==> config.mk <==
export PLATFORM = sky130hd
export DESIGN_NAME = decode_stage_pipe_flat
export DESIGN_NICKNAME = d
export VERILOG_FILES = /design/src/rtl/decode_stage_pipe_pkg.sv /design/src/rtl/decode_stage_pipe_if.sv /design/src/rtl/decode_stage_pipe_reg_file_2r1w.sv /design/src/rtl/decode_stage_pipe.sv /design/src/flat_wrapper.sv
export SDC_FILE = /design/constraint.sdc
export NUM_CORES = 2
export LEC_CHECK = 0
export CORE_ASPECT_RATIO = 1.25
export CORE_MARGIN = 2
export CORE_UTILIZATION = 50
export CTS_CLUSTER_SIZE = 10
export DETAILED_ROUTE_END_ITERATION = 10
export HOLD_SLACK_MARGIN = 0.1
export PLACE_DENSITY = 0.68
export SLEW_MARGIN = 20
export SYNTH_ARGS = -nofsm -noshare
export SYNTH_HDL_FRONTEND = slang
export SYNTH_SLANG_ARGS = --single-unit
==> constraint.sdc <==
create_clock -name clk -period 4.33 [get_ports clk]
set_input_delay 1.299 -clock clk [delete_from_list [all_inputs] [get_ports clk]]
set_output_delay 1.299 -clock clk [all_outputs]
set_load 0.005 [all_outputs]
==> src/rtl/decode_stage_pipe_pkg.sv <==
// rtl/decode_stage_pipe_pkg.sv - opcode/funct constants, ALU control codes and instruction classifier
package decode_stage_pipe_pkg;

   localparam logic [5:0] OP_RTYPE = 6'd0;
   localparam logic [5:0] OP_LW    = 6'd35;
   localparam logic [5:0] OP_SW    = 6'd43;
   localparam logic [5:0] OP_BEQ   = 6'd4;
   localparam logic [5:0] OP_J     = 6'd2;

   localparam logic [5:0] FN_ADD   = 6'd32;
   localparam logic [5:0] FN_SUB   = 6'd34;
   localparam logic [5:0] FN_SLT   = 6'd42;

   typedef enum logic [2:0] {
      ALU_NONE = 3'b000,
      ALU_ADD  = 3'b010,
      ALU_SUB  = 3'b110
   } alu_ctr_e;

   typedef enum logic [2:0] {
      CLS_ILLEGAL, CLS_ADD, CLS_SUB, CLS_SLT, CLS_LW, CLS_SW, CLS_BEQ, CLS_J
   } op_cls_e;

   function automatic op_cls_e classify(input logic [5:0] op, input logic [5:0] fn);
      op_cls_e c;
      c = CLS_ILLEGAL;
      case (op)
         OP_RTYPE: begin
            case (fn)
               FN_ADD:  c = CLS_ADD;
               FN_SUB:  c = CLS_SUB;
               FN_SLT:  c = CLS_SLT;
               default: c = CLS_ILLEGAL;
            endcase
         end
         OP_LW:   c = CLS_LW;
         OP_SW:   c = CLS_SW;
         OP_BEQ:  c = CLS_BEQ;
         OP_J:    c = CLS_J;
         default: c = CLS_ILLEGAL;
      endcase
      return c;
   endfunction

endpackage

==> src/rtl/decode_stage_pipe_if.sv <==
// rtl/decode_stage_pipe_if.sv - IF-side and EX-side handshake/payload bundle of the ID stage
interface decode_stage_pipe_if #(
   parameter int XLEN = 32,
   parameter int AW   = 5
);
   logic            in_valid;
   logic            in_ready;
   logic [31:0]     in_ir;
   logic [XLEN-1:0] in_pc;

   logic            out_valid;
   logic            out_ready;
   logic [XLEN-1:0] out_a;
   logic [XLEN-1:0] out_b;
   logic [XLEN-1:0] out_store_data;
   logic [XLEN-1:0] out_imm;
   logic [AW-1:0]   out_rd;
   logic            out_rd_we;
   logic [2:0]      out_alu_ctr;
   logic            out_is_slt;
   logic            out_is_load;
   logic            out_is_store;
   logic            out_is_branch;
   logic            out_is_jump;
   logic [XLEN-1:0] out_br_target;
   logic [XLEN-1:0] out_j_target;
   logic            out_illegal;

   modport master (
      output in_valid, in_ir, in_pc, out_ready,
      input  in_ready, out_valid, out_a, out_b, out_store_data, out_imm, out_rd, out_rd_we,
             out_alu_ctr, out_is_slt, out_is_load, out_is_store, out_is_branch, out_is_jump,
             out_br_target, out_j_target, out_illegal
   );

   modport slave (
      input  in_valid, in_ir, in_pc, out_ready,
      output in_ready, out_valid, out_a, out_b, out_store_data, out_imm, out_rd, out_rd_we,
             out_alu_ctr, out_is_slt, out_is_load, out_is_store, out_is_branch, out_is_jump,
             out_br_target, out_j_target, out_illegal
   );
endinterface

==> src/rtl/decode_stage_pipe_reg_file_2r1w.sv <==
// rtl/decode_stage_pipe_reg_file_2r1w.sv - 2-read 1-write register file with write-through bypass
module reg_file_2r1w #(
   parameter int XLEN = 32,
   parameter int NREG = 32,
   localparam int AW  = $clog2(NREG)
) (
   input  logic            clk,
   input  logic            rst_n,
   input  logic            we,
   input  logic [AW-1:0]   waddr,
   input  logic [XLEN-1:0] wdata,
   input  logic [AW-1:0]   raddr_a,
   output logic [XLEN-1:0] rdata_a,
   input  logic [AW-1:0]   raddr_b,
   output logic [XLEN-1:0] rdata_b
);

   logic [XLEN-1:0] regs_q [NREG];
   logic [XLEN-1:0] regs_d [NREG];

   always_comb begin
      regs_d = regs_q;
      if (we && waddr != '0) regs_d[waddr] = wdata;
   end

   always_ff @(posedge clk or negedge rst_n) begin
      if (!rst_n) begin
         for (int i = 0; i < NREG; i++) regs_q[i] <= '0;
      end else begin
         regs_q <= regs_d;
      end
   end

   // A register being written this cycle is read as its new value.
   assign rdata_a = (raddr_a == '0) ? '0 : (we && waddr == raddr_a) ? wdata : regs_q[raddr_a];
   assign rdata_b = (raddr_b == '0) ? '0 : (we && waddr == raddr_b) ? wdata : regs_q[raddr_b];

endmodule

==> src/rtl/decode_stage_pipe.sv <==
// rtl/decode_stage_pipe.sv - ID stage: decode, load-use bubble, output pipeline register, stall counter
module decode_stage_pipe
   import decode_stage_pipe_pkg::*;
#(
   parameter int XLEN        = 32,
   parameter int NREG        = 32,
   parameter int STALL_CNT_W = 16,
   localparam int AW         = $clog2(NREG)
) (
   input  logic                   clk,
   input  logic                   rst_n,
   decode_stage_pipe_if.slave     bus,
   input  logic                   wb_we,
   input  logic [AW-1:0]          wb_rd,
   input  logic [XLEN-1:0]        wb_data,
   input  logic                   flush,
   output logic [STALL_CNT_W-1:0] stall_cnt
);

   typedef struct packed {
      logic [XLEN-1:0] a;
      logic [XLEN-1:0] b;
      logic [XLEN-1:0] sd;
      logic [XLEN-1:0] imm;
      logic [XLEN-1:0] brt;
      logic [XLEN-1:0] jt;
      logic [AW-1:0]   rd;
      logic            rd_we;
      alu_ctr_e        ctr;
      logic            slt;
      logic            load;
      logic            store;
      logic            branch;
      logic            jump;
      logic            illegal;
   } payload_t;

   logic [AW-1:0]          rs_a, rt_a;
   logic [XLEN-1:0]        rs_val, rt_val, imm, pc4;
   op_cls_e                cls;
   payload_t               dec, pay_d, pay_q;
   logic                   reads_rs, reads_rt, hazard, accept;
   logic                   valid_d, valid_q;
   logic [STALL_CNT_W-1:0] stall_d, stall_q;

   reg_file_2r1w #(.XLEN(XLEN), .NREG(NREG)) u_rf (
      .clk     (clk),
      .rst_n   (rst_n),
      .we      (wb_we),
      .waddr   (wb_rd),
      .wdata   (wb_data),
      .raddr_a (rs_a),
      .rdata_a (rs_val),
      .raddr_b (rt_a),
      .rdata_b (rt_val)
   );

   assign rs_a = bus.in_ir[21 +: AW];
   assign rt_a = bus.in_ir[16 +: AW];
   assign cls  = classify(bus.in_ir[31:26], bus.in_ir[5:0]);
   assign imm  = {{(XLEN-16){bus.in_ir[15]}}, bus.in_ir[15:0]};
   assign pc4  = bus.in_pc + XLEN'(4);

   always_comb begin
      dec        = '0;
      dec.a      = rs_val;
      dec.b      = rt_val;
      dec.sd     = rt_val;
      dec.imm    = imm;
      dec.brt    = pc4 + (imm << 2);
      dec.jt     = {pc4[XLEN-1:28], bus.in_ir[25:0], 2'b00};
      dec.ctr    = ALU_NONE;
      reads_rs   = 1'b1;
      reads_rt   = 1'b0;
      case (cls)
         CLS_ADD, CLS_SUB, CLS_SLT: begin
            dec.rd    = bus.in_ir[11 +: AW];
            dec.rd_we = 1'b1;
            dec.ctr   = (cls == CLS_ADD) ? ALU_ADD : ALU_SUB;
            dec.slt   = (cls == CLS_SLT);
            reads_rt  = 1'b1;
         end
         CLS_LW: begin
            dec.b     = imm;
            dec.rd    = rt_a;
            dec.rd_we = 1'b1;
            dec.ctr   = ALU_ADD;
            dec.load  = 1'b1;
         end
         CLS_SW: begin
            dec.b     = imm;
            dec.ctr   = ALU_ADD;
            dec.store = 1'b1;
            reads_rt  = 1'b1;
         end
         CLS_BEQ: begin
            dec.ctr    = ALU_SUB;
            dec.branch = 1'b1;
            reads_rt   = 1'b1;
         end
         CLS_J: begin
            dec.jump = 1'b1;
            reads_rs = 1'b0;
         end
         default: begin
            dec.illegal = 1'b1;
            reads_rt    = (bus.in_ir[31:26] == OP_RTYPE);
         end
      endcase
   end

   // A load in the output register cannot forward to a consumer decoded right behind it.
   assign hazard = valid_q && pay_q.load && (pay_q.rd != '0) && bus.in_valid &&
                   ((reads_rs && rs_a == pay_q.rd) || (reads_rt && rt_a == pay_q.rd));
   assign bus.in_ready = (!valid_q || bus.out_ready) && !hazard && !flush;
   assign accept       = bus.in_valid && bus.in_ready;

   always_comb begin
      valid_d = valid_q;
      pay_d   = pay_q;
      stall_d = stall_q;
      if (flush) begin
         valid_d = 1'b0;
      end else if (accept) begin
         valid_d = 1'b1;
         pay_d   = dec;
      end else if (bus.out_ready) begin
         valid_d = 1'b0;
      end
      if (hazard && stall_q != '1) stall_d = stall_q + 1'b1;
   end

   always_ff @(posedge clk or negedge rst_n) begin
      if (!rst_n) begin
         valid_q <= 1'b0;
         pay_q   <= '0;
         stall_q <= '0;
      end else begin
         valid_q <= valid_d;
         pay_q   <= pay_d;
         stall_q <= stall_d;
      end
   end

   assign bus.out_valid      = valid_q;
   assign bus.out_a          = pay_q.a;
   assign bus.out_b          = pay_q.b;
   assign bus.out_store_data = pay_q.sd;
   assign bus.out_imm        = pay_q.imm;
   assign bus.out_rd         = pay_q.rd;
   assign bus.out_rd_we      = pay_q.rd_we;
   assign bus.out_alu_ctr    = pay_q.ctr;
   assign bus.out_is_slt     = pay_q.slt;
   assign bus.out_is_load    = pay_q.load;
   assign bus.out_is_store   = pay_q.store;
   assign bus.out_is_branch  = pay_q.branch;
   assign bus.out_is_jump    = pay_q.jump;
   assign bus.out_br_target  = pay_q.brt;
   assign bus.out_j_target   = pay_q.jt;
   assign bus.out_illegal    = pay_q.illegal;
   assign stall_cnt          = stall_q;

endmodule

==> src/flat_wrapper.sv <==
// flat-port wrapper written by rule: the top's interface ports become plain ports
module decode_stage_pipe_flat import decode_stage_pipe_pkg::*;
#(
   parameter int XLEN        = 32,
   parameter int NREG        = 32,
   parameter int STALL_CNT_W = 16,
   localparam int AW         = $clog2(NREG)
)
  (clk, rst_n, wb_we, wb_rd, wb_data, flush, stall_cnt, bus_in_valid, bus_in_ir, bus_in_pc, bus_out_ready, bus_in_ready, bus_out_valid, bus_out_a, bus_out_b, bus_out_store_data, bus_out_imm, bus_out_rd, bus_out_rd_we, bus_out_alu_ctr, bus_out_is_slt, bus_out_is_load, bus_out_is_store, bus_out_is_branch, bus_out_is_jump, bus_out_br_target, bus_out_j_target, bus_out_illegal);
  decode_stage_pipe_if #(.XLEN(XLEN), .AW(5)) bus_i ();
  input  logic clk;
  input  logic rst_n;
  input  logic wb_we;
  input  logic [AW-1:0] wb_rd;
  input  logic [XLEN-1:0] wb_data;
  input  logic flush;
  output logic [STALL_CNT_W-1:0] stall_cnt;
  input wire logic [$bits(bus_i.in_valid)-1:0] bus_in_valid;
  input wire logic [$bits(bus_i.in_ir)-1:0] bus_in_ir;
  input wire logic [$bits(bus_i.in_pc)-1:0] bus_in_pc;
  input wire logic [$bits(bus_i.out_ready)-1:0] bus_out_ready;
  output wire logic [$bits(bus_i.in_ready)-1:0] bus_in_ready;
  output wire logic [$bits(bus_i.out_valid)-1:0] bus_out_valid;
  output wire logic [$bits(bus_i.out_a)-1:0] bus_out_a;
  output wire logic [$bits(bus_i.out_b)-1:0] bus_out_b;
  output wire logic [$bits(bus_i.out_store_data)-1:0] bus_out_store_data;
  output wire logic [$bits(bus_i.out_imm)-1:0] bus_out_imm;
  output wire logic [$bits(bus_i.out_rd)-1:0] bus_out_rd;
  output wire logic [$bits(bus_i.out_rd_we)-1:0] bus_out_rd_we;
  output wire logic [$bits(bus_i.out_alu_ctr)-1:0] bus_out_alu_ctr;
  output wire logic [$bits(bus_i.out_is_slt)-1:0] bus_out_is_slt;
  output wire logic [$bits(bus_i.out_is_load)-1:0] bus_out_is_load;
  output wire logic [$bits(bus_i.out_is_store)-1:0] bus_out_is_store;
  output wire logic [$bits(bus_i.out_is_branch)-1:0] bus_out_is_branch;
  output wire logic [$bits(bus_i.out_is_jump)-1:0] bus_out_is_jump;
  output wire logic [$bits(bus_i.out_br_target)-1:0] bus_out_br_target;
  output wire logic [$bits(bus_i.out_j_target)-1:0] bus_out_j_target;
  output wire logic [$bits(bus_i.out_illegal)-1:0] bus_out_illegal;
  assign bus_i.in_valid = bus_in_valid;
  assign bus_i.in_ir = bus_in_ir;
  assign bus_i.in_pc = bus_in_pc;
  assign bus_i.out_ready = bus_out_ready;
  assign bus_in_ready = bus_i.in_ready;
  assign bus_out_valid = bus_i.out_valid;
  assign bus_out_a = bus_i.out_a;
  assign bus_out_b = bus_i.out_b;
  assign bus_out_store_data = bus_i.out_store_data;
  assign bus_out_imm = bus_i.out_imm;
  assign bus_out_rd = bus_i.out_rd;
  assign bus_out_rd_we = bus_i.out_rd_we;
  assign bus_out_alu_ctr = bus_i.out_alu_ctr;
  assign bus_out_is_slt = bus_i.out_is_slt;
  assign bus_out_is_load = bus_i.out_is_load;
  assign bus_out_is_store = bus_i.out_is_store;
  assign bus_out_is_branch = bus_i.out_is_branch;
  assign bus_out_is_jump = bus_i.out_is_jump;
  assign bus_out_br_target = bus_i.out_br_target;
  assign bus_out_j_target = bus_i.out_j_target;
  assign bus_out_illegal = bus_i.out_illegal;
  decode_stage_pipe #(.XLEN(XLEN), .NREG(NREG), .STALL_CNT_W(STALL_CNT_W)) u_core (.clk(clk), .rst_n(rst_n), .bus(bus_i), .wb_we(wb_we), .wb_rd(wb_rd), .wb_data(wb_data), .flush(flush), .stall_cnt(stall_cnt));
endmodule
Yosys cells after proc, flatten, opt, wreduce, memory -nomap -nowiden:

Index checks and enable logic that the tools add are counted.

* bits in registers: 1230
* output and inout port bits: 225
* word-level logic and storage cells: 140

* $add $sub $neg: 3
* $lt $le $gt $ge: 4
* eq/ne operators: 19
* muxes and demuxes: 30
* bitwise gates (word level): 4
* reduce and logical (&&, ||, !) cells: 31

Operators by type and width (count)
* bitwise mux 1024 bit: 1
* binary-select mux 32 bit (select 5 bit): 2
* two-way mux 32 bit: 10
* demux 32 bit (select 5 bit): 1
* adder 32 x 3 -> 32 bit, second input constant: 1
* adder 32 bit: 1
* equality test 6 bit, second input constant: 5
* equality test 5 bit: 4
* greater-or-equal comparator 6 bit, second input constant: 3
* NOT 5 -> 6 bit: 3
* adder 16 x 1 -> 16 bit, second input constant: 1
* != test 16 bit, second input constant: 1
* one-hot mux 3 bit (5 select lines): 1
* logical AND 1 bit: 14
* equality test 3 bit, second input constant: 4
* one-hot mux 6 bit (2 select lines): 1
* logical NOT 5 bit: 2
* two-way mux 1 bit: 10
* nonzero test 5 bit: 2
* one-hot mux 3 bit (3 select lines): 1
* OR reduction 7 bit: 1
* equality test 3 x 2 -> 1 bit, second input constant: 2
* equality test 6 x 2 -> 1 bit, second input constant: 1
* equality test 6 x 3 -> 1 bit, second input constant: 1
* other kinds (14): 18

Logic depth before layout (Yosys ltp):

* depth after elaboration: 15
* depth in mapped cells: 16

Hierarchy:

From an unflattened synthesis, not the netlist that was laid out.

* cell total of the unflattened synthesis: 4906
* area total of the unflattened synthesis: 64719.6 µm²

Modules (own cells, without submodules)
* reg_file_2r1w: instances 1, cells an instance 3792, area an instance 54855.1 µm²
* decode_stage_pipe: instances 1, cells an instance 1114, area an instance 9864.5 µm²

Worst setup path before layout:

OpenSTA, ideal clock, no wires.

* path type: in2reg
* from: input port bus_in_pc[2]
* to: register u_core.pay_q (netlist bit u_core.bus.out_br_target[31])
* data arrival time: 4016 ps
* data required time: 4206 ps
* slack: 190 ps
* stages: 16
* buffers on the path: 0
* cells stage by stage: ha_1 nand3_1 nor4_1 and3_1 nand2_1 nor3_1 xor2_1 ha_1 inv_1 o21ai_0 a21oi_1 inv_1 a21oi_1 o21ai_0 xnor2_1 o21ai_1

RTL lines
* from (decl): RTL line flat_wrapper.sv:20 `input wire logic [$bits(bus_i.in_pc)-1:0] bus_in_pc;`
* to (signal assigned): RTL line decode_stage_pipe.sv:140 `pay_q <= pay_d;`
* to (decl): RTL line decode_stage_pipe.sv:41 `payload_t dec, pay_d, pay_q;`

Worst setup path in the final report:

* from: input port bus_in_ir[26]
* to: output port bus_in_ready

* longest elaborated chain between the ends: 11

Ends and longest elaborated chain
* from (decl): RTL line flat_wrapper.sv:19 `input wire logic [$bits(bus_i.in_ir)-1:0] bus_in_ir;`
* equality test 6 x 2 -> 1 bit, or another cell as far along: RTL line decode_stage_pipe_pkg.sv:27 `case (op)`
* one-hot mux 3 bit (5 select lines): RTL line decode_stage_pipe_pkg.sv:27
* equality test 3 x 2 -> 1 bit, or another cell as far along: RTL line decode_stage_pipe.sv:75 `case (cls)`
* OR reduction 5 bit (no line) / OR reduction 2 bit (equally long branches)
* one-hot mux 1 bit (2 select lines): RTL line decode_stage_pipe.sv:75
* logical AND 1 bit: RTL line decode_stage_pipe.sv:114 `((reads_rs && rs_a == pay_q.rd) || (reads_rt && rt_a == pay_q.rd));`
* logical OR 1 bit *: RTL line decode_stage_pipe.sv:114
* logical AND 1 bit *: RTL line decode_stage_pipe.sv:113 `assign hazard = valid_q && pay_q.load && (pay_q.rd != '0) && bus.in_valid &&`
* logical NOT 1 bit *: RTL line decode_stage_pipe.sv:115 `assign bus.in_ready = (!valid_q || bus.out_ready) && !hazard && !flush;`
* logical AND 1 bit * (2 in a row): RTL line decode_stage_pipe.sv:115
* to (decl): RTL line flat_wrapper.sv:22 `output wire logic [$bits(bus_i.in_ready)-1:0] bus_in_ready;`

Mark *: on every way between the ends. The rest lies on a longest branch, timed or not.

==> run summary <==
critical path's slowest cell: or4_4
placed inst area: 71,700 um2
Cells after Synth: 4,393
max_slew headroom: 0.265
global routing usage on met2: 0.505
share of cells above drive strength 1: 0.472
Top Usage Layer GRT: met2
#FFs+latches synth: 1,213
buffers added on ports: 328
max_cap viols: 0
die height: 405 um
DIE AREA: 132,000 um2
number of enable flip-flop cells after synthesis: 0
switching share of total power: 0.277
worst path cell trace: buf_6 -> or4_4 -> buf_6 -> nor3_4 -> a21o_1 -> a21o_1 -> o211ai_2 -> a21oi_1 -> buf_2
hold worst-path end: u_core.u_rf.regs_q[993]
clock latency on the worst-skew pair: 0.78 ns
worst slew pin tran: 1.10 ns
Die W: 325 um
Max Slew Vio Count: 0
Avg Cell Area, Syn: 14.7 um2
maximum VDD drop: 0.341 mV
Leak: 32.9 nW
period utilization: 0.994
CTS buffer count: 141
Avg WL per Cell: 30.4 um
R2R Path Start: u_core.bus.out_rd[1]
initial core utilization: 0.502
DRT iter0 DRCs: 3,745
Clock Power Share: 0.314
core box area: 128,000 um2
Final Hold Viols: 0
H-tree depth reported by CTS: 4
fin nets: 4,911
Hold WS: 0.392 ns
Power Internal: 24.6 mW
first-pass GRT wire length: 297,000 um
DR DRC count: 0
met1 Usage GRT: 0.403
Final Skew: 0.0331 ns
Reg-to-Reg End: u_core.stall_cnt[15]
Final Total Pwr: 34.0 mW
Reg clk slew, reported paths: 0.05 ns
Final Cell Area: 75,600 um2
final worst slack: 0.0275 ns
reg2reg path depth: 10
IO Count: 332
GR Util All Layers: 0.307
mapped cell area: 64,400 um2
GP Congestion: 0.905
post-place setup slack: -0.789 ns
CP max FO: 3
CTS Buffer Depth: 3
Synth cell types: 69
Hold Crit Depth: 0
total number of vias: 42.2k
initial antenna violation count: 8
Root Buffer: clkbuf_16
fin util: 0.590
vias per inst: 6.46
critical path class: input port to primary output
grt ovf: 0
Seq/Total Area, Yosys: 0.471
Seq pwr share: 0.444
Ys Warns: 0
fmax: 232 MHz
largest net degree at the start of global routing: 104
post-route minimum period: 4.30 ns
Worst EP required: 3.03 ns
CTS hold repair buffers: 0
final WL: 199,000 um
CP peak stage delay: 0.55 ns
met3 Use GR: 0.0516
startpoint types: input port
PwrDens: 449 nW/um2
R2R Setup Slk: 1.52 ns
CP arrival: 3.00 ns
worst min-delay path class: register to register
Crit path max-delay family: simple AND/OR/NAND/NOR gates
Area growth syn-to-layout: 17.5%
status: finished clean
Psw: 9.40 mW
Antenna Violating Nets Remaining: 0
RSZ-0062 raised after global routing: yes
Combinational Power Share: 0.242
clk sinks: 1,213
half-perimeter wire length after placement: 122,000 um
FFs w/ async S/R, synth: 1.00
Buf/Inv on CP: 3
row count: 147
CP Capture Type: primary output
CTS tree: built
Setup Viol. Count Final: 0
worst min-delay path startpoint: u_core.u_rf.regs_q[993]
Initial DRT Pass Iterations: 5
vias in the first global route: 44.1k
ys flop type: dfrtp_1
-- metrics by stage --
stage / cells / TNS [ns]
5_1_grt: 6523 / -0.0608
6_report: 6524 / 0
3_3_place_gp: 6336 / -5.42
2_1_floorplan: 4395 / 0
4_1_cts: 6514 / 0
3_5_place_dp: 6336 / -6.02
-- cell type report --
class,count,area [um2]
clock inverter,13,176
clock buffer,161,3710
antenna,8,20.0
multi-input combinational,2691,32200
tap,1713,2140
timing repair buffer,713,7020
sequential,1213,30400
fill,9993,52600
inverter,12,45.0
-- power by group through the flow --
| stage | registers [mW] | clock network, mW | logic, mW |
|---|---|---|---|
| 6_report | 15.1 | 10.7 | 8.22 |
| 5_1_grt | 15.4 | 11.3 | 8.76 |
| 4_1_cts | 15.0 | 10.8 | 8.28 |
| 3_5_place_dp | 15.2 | 0 | 8.24 |
| 3_3_place_gp | 15.0 | 0 | 8.08 |
| 2_1_floorplan | 14.7 | 0 | 5.23 |
-- state kept, by name, indices dropped and copies added (netlist names), 5 cells and up --
register / flops
u_core.bus.out_j_target: 15
u_core.bus.out_store_data: 32
u_core.bus.out_a: 32
u_core.u_rf.regs_q: 1024
u_core.bus.out_imm: 15
u_core.stall_cnt: 16
u_core.bus.out_rd: 5
u_core.bus.out_br_target: 32
u_core.bus.out_b: 32
-- placed cells by master, fill, tap and decap left out, types with 20 or more instances in the layout --
cell / instances
mux2i_1: 64
a21o_1: 35
xnor2_1: 41
xor2_1: 46
a21oi_1: 61
o21ai_0: 80
o21ai_1: 117
buf_4: 321
clkbuf_16: 144
nor2_1: 30
nand2_1: 301
clkdlybuf4s50_1: 305
ha_1: 31
mux2_2: 994
nand3_1: 27
nand2b_1: 20
dfrtp_1: 1213
o21a_1: 21
mux4_2: 640
buf_12: 69
-- worst max path at each step --
| stage | start | end | cells after the start |
|---|---|---|---|
| after floorplan | bus_in_pc[2] | u_core.bus.out_br_target[31] | 16 |
| after global placement | bus_in_ir[26] | bus_in_ready | 8 |
| after detailed placement | bus_in_ir[26] | bus_in_ready | 9 |
| after CTS | bus_in_ir[28] | bus_in_ready | 9 |
| after global routing | bus_in_ir[26] | bus_in_ready | 9 |
| final | bus_in_ir[26] | bus_in_ready | 9 |
-- Yosys cell counts (all sizes together), types with 36 or more instances --
cell    instances  share of area
mux2i          64         0.0099
o21ai         200          0.016
nand2         316          0.018
a21o           36         0.0042
mux2         1003           0.18
nor2           47         0.0027
xor2           46         0.0063
a21oi          64         0.0051
dfrtp        1213           0.47
clkbuf        282          0.016
mux4          640           0.22
buf           197          0.016
xnor2          42         0.0057
-- worst register-to-register path, stage by stage (launching register included) --
cell and delay [ns]:
dfrtp_1 0.50, xor2_1 0.19, nor3_1 0.19, nand3_1 0.22
a21o_1 0.25, buf_4 0.13, o211a_1 0.20, or4_1 0.55
buf_4 0.18, nor3_2 0.18, xor2_1 0.16
-- per-layer routing --
layer | vias up | routed length (um)
met5 | - | 0
met4 | 0 | 9450
met3 | 445 | 12900
met2 | 1610 | 98500
met1 | 22800 | 77700
li1 | 17300 | -
-- kinds of logic after synthesis --
| family | count (synthesis) | share of synthesized area |
|---|---|---|
| other | 1 | 0.0000582 |
| adders and majority gates | 32 | 0.00633 |
| and+or+nand+nor | 494 | 0.0339 |
| muxes | 1707 | 0.410 |
| AOI/OAI and AO/OA | 367 | 0.0337 |
| xor gates and xnor gates | 88 | 0.0120 |
| buffers and inverters | 491 | 0.0329 |
| DFF | 1213 | 0.471 |
-- what timing repair did --
action,in CTS,in global routing
pin swaps,7,7
buffers inserted,4,2
resized for setup,27,4
setup endpoints to repair,1,1
Note: power is estimated with default switching activity, not from simulation.
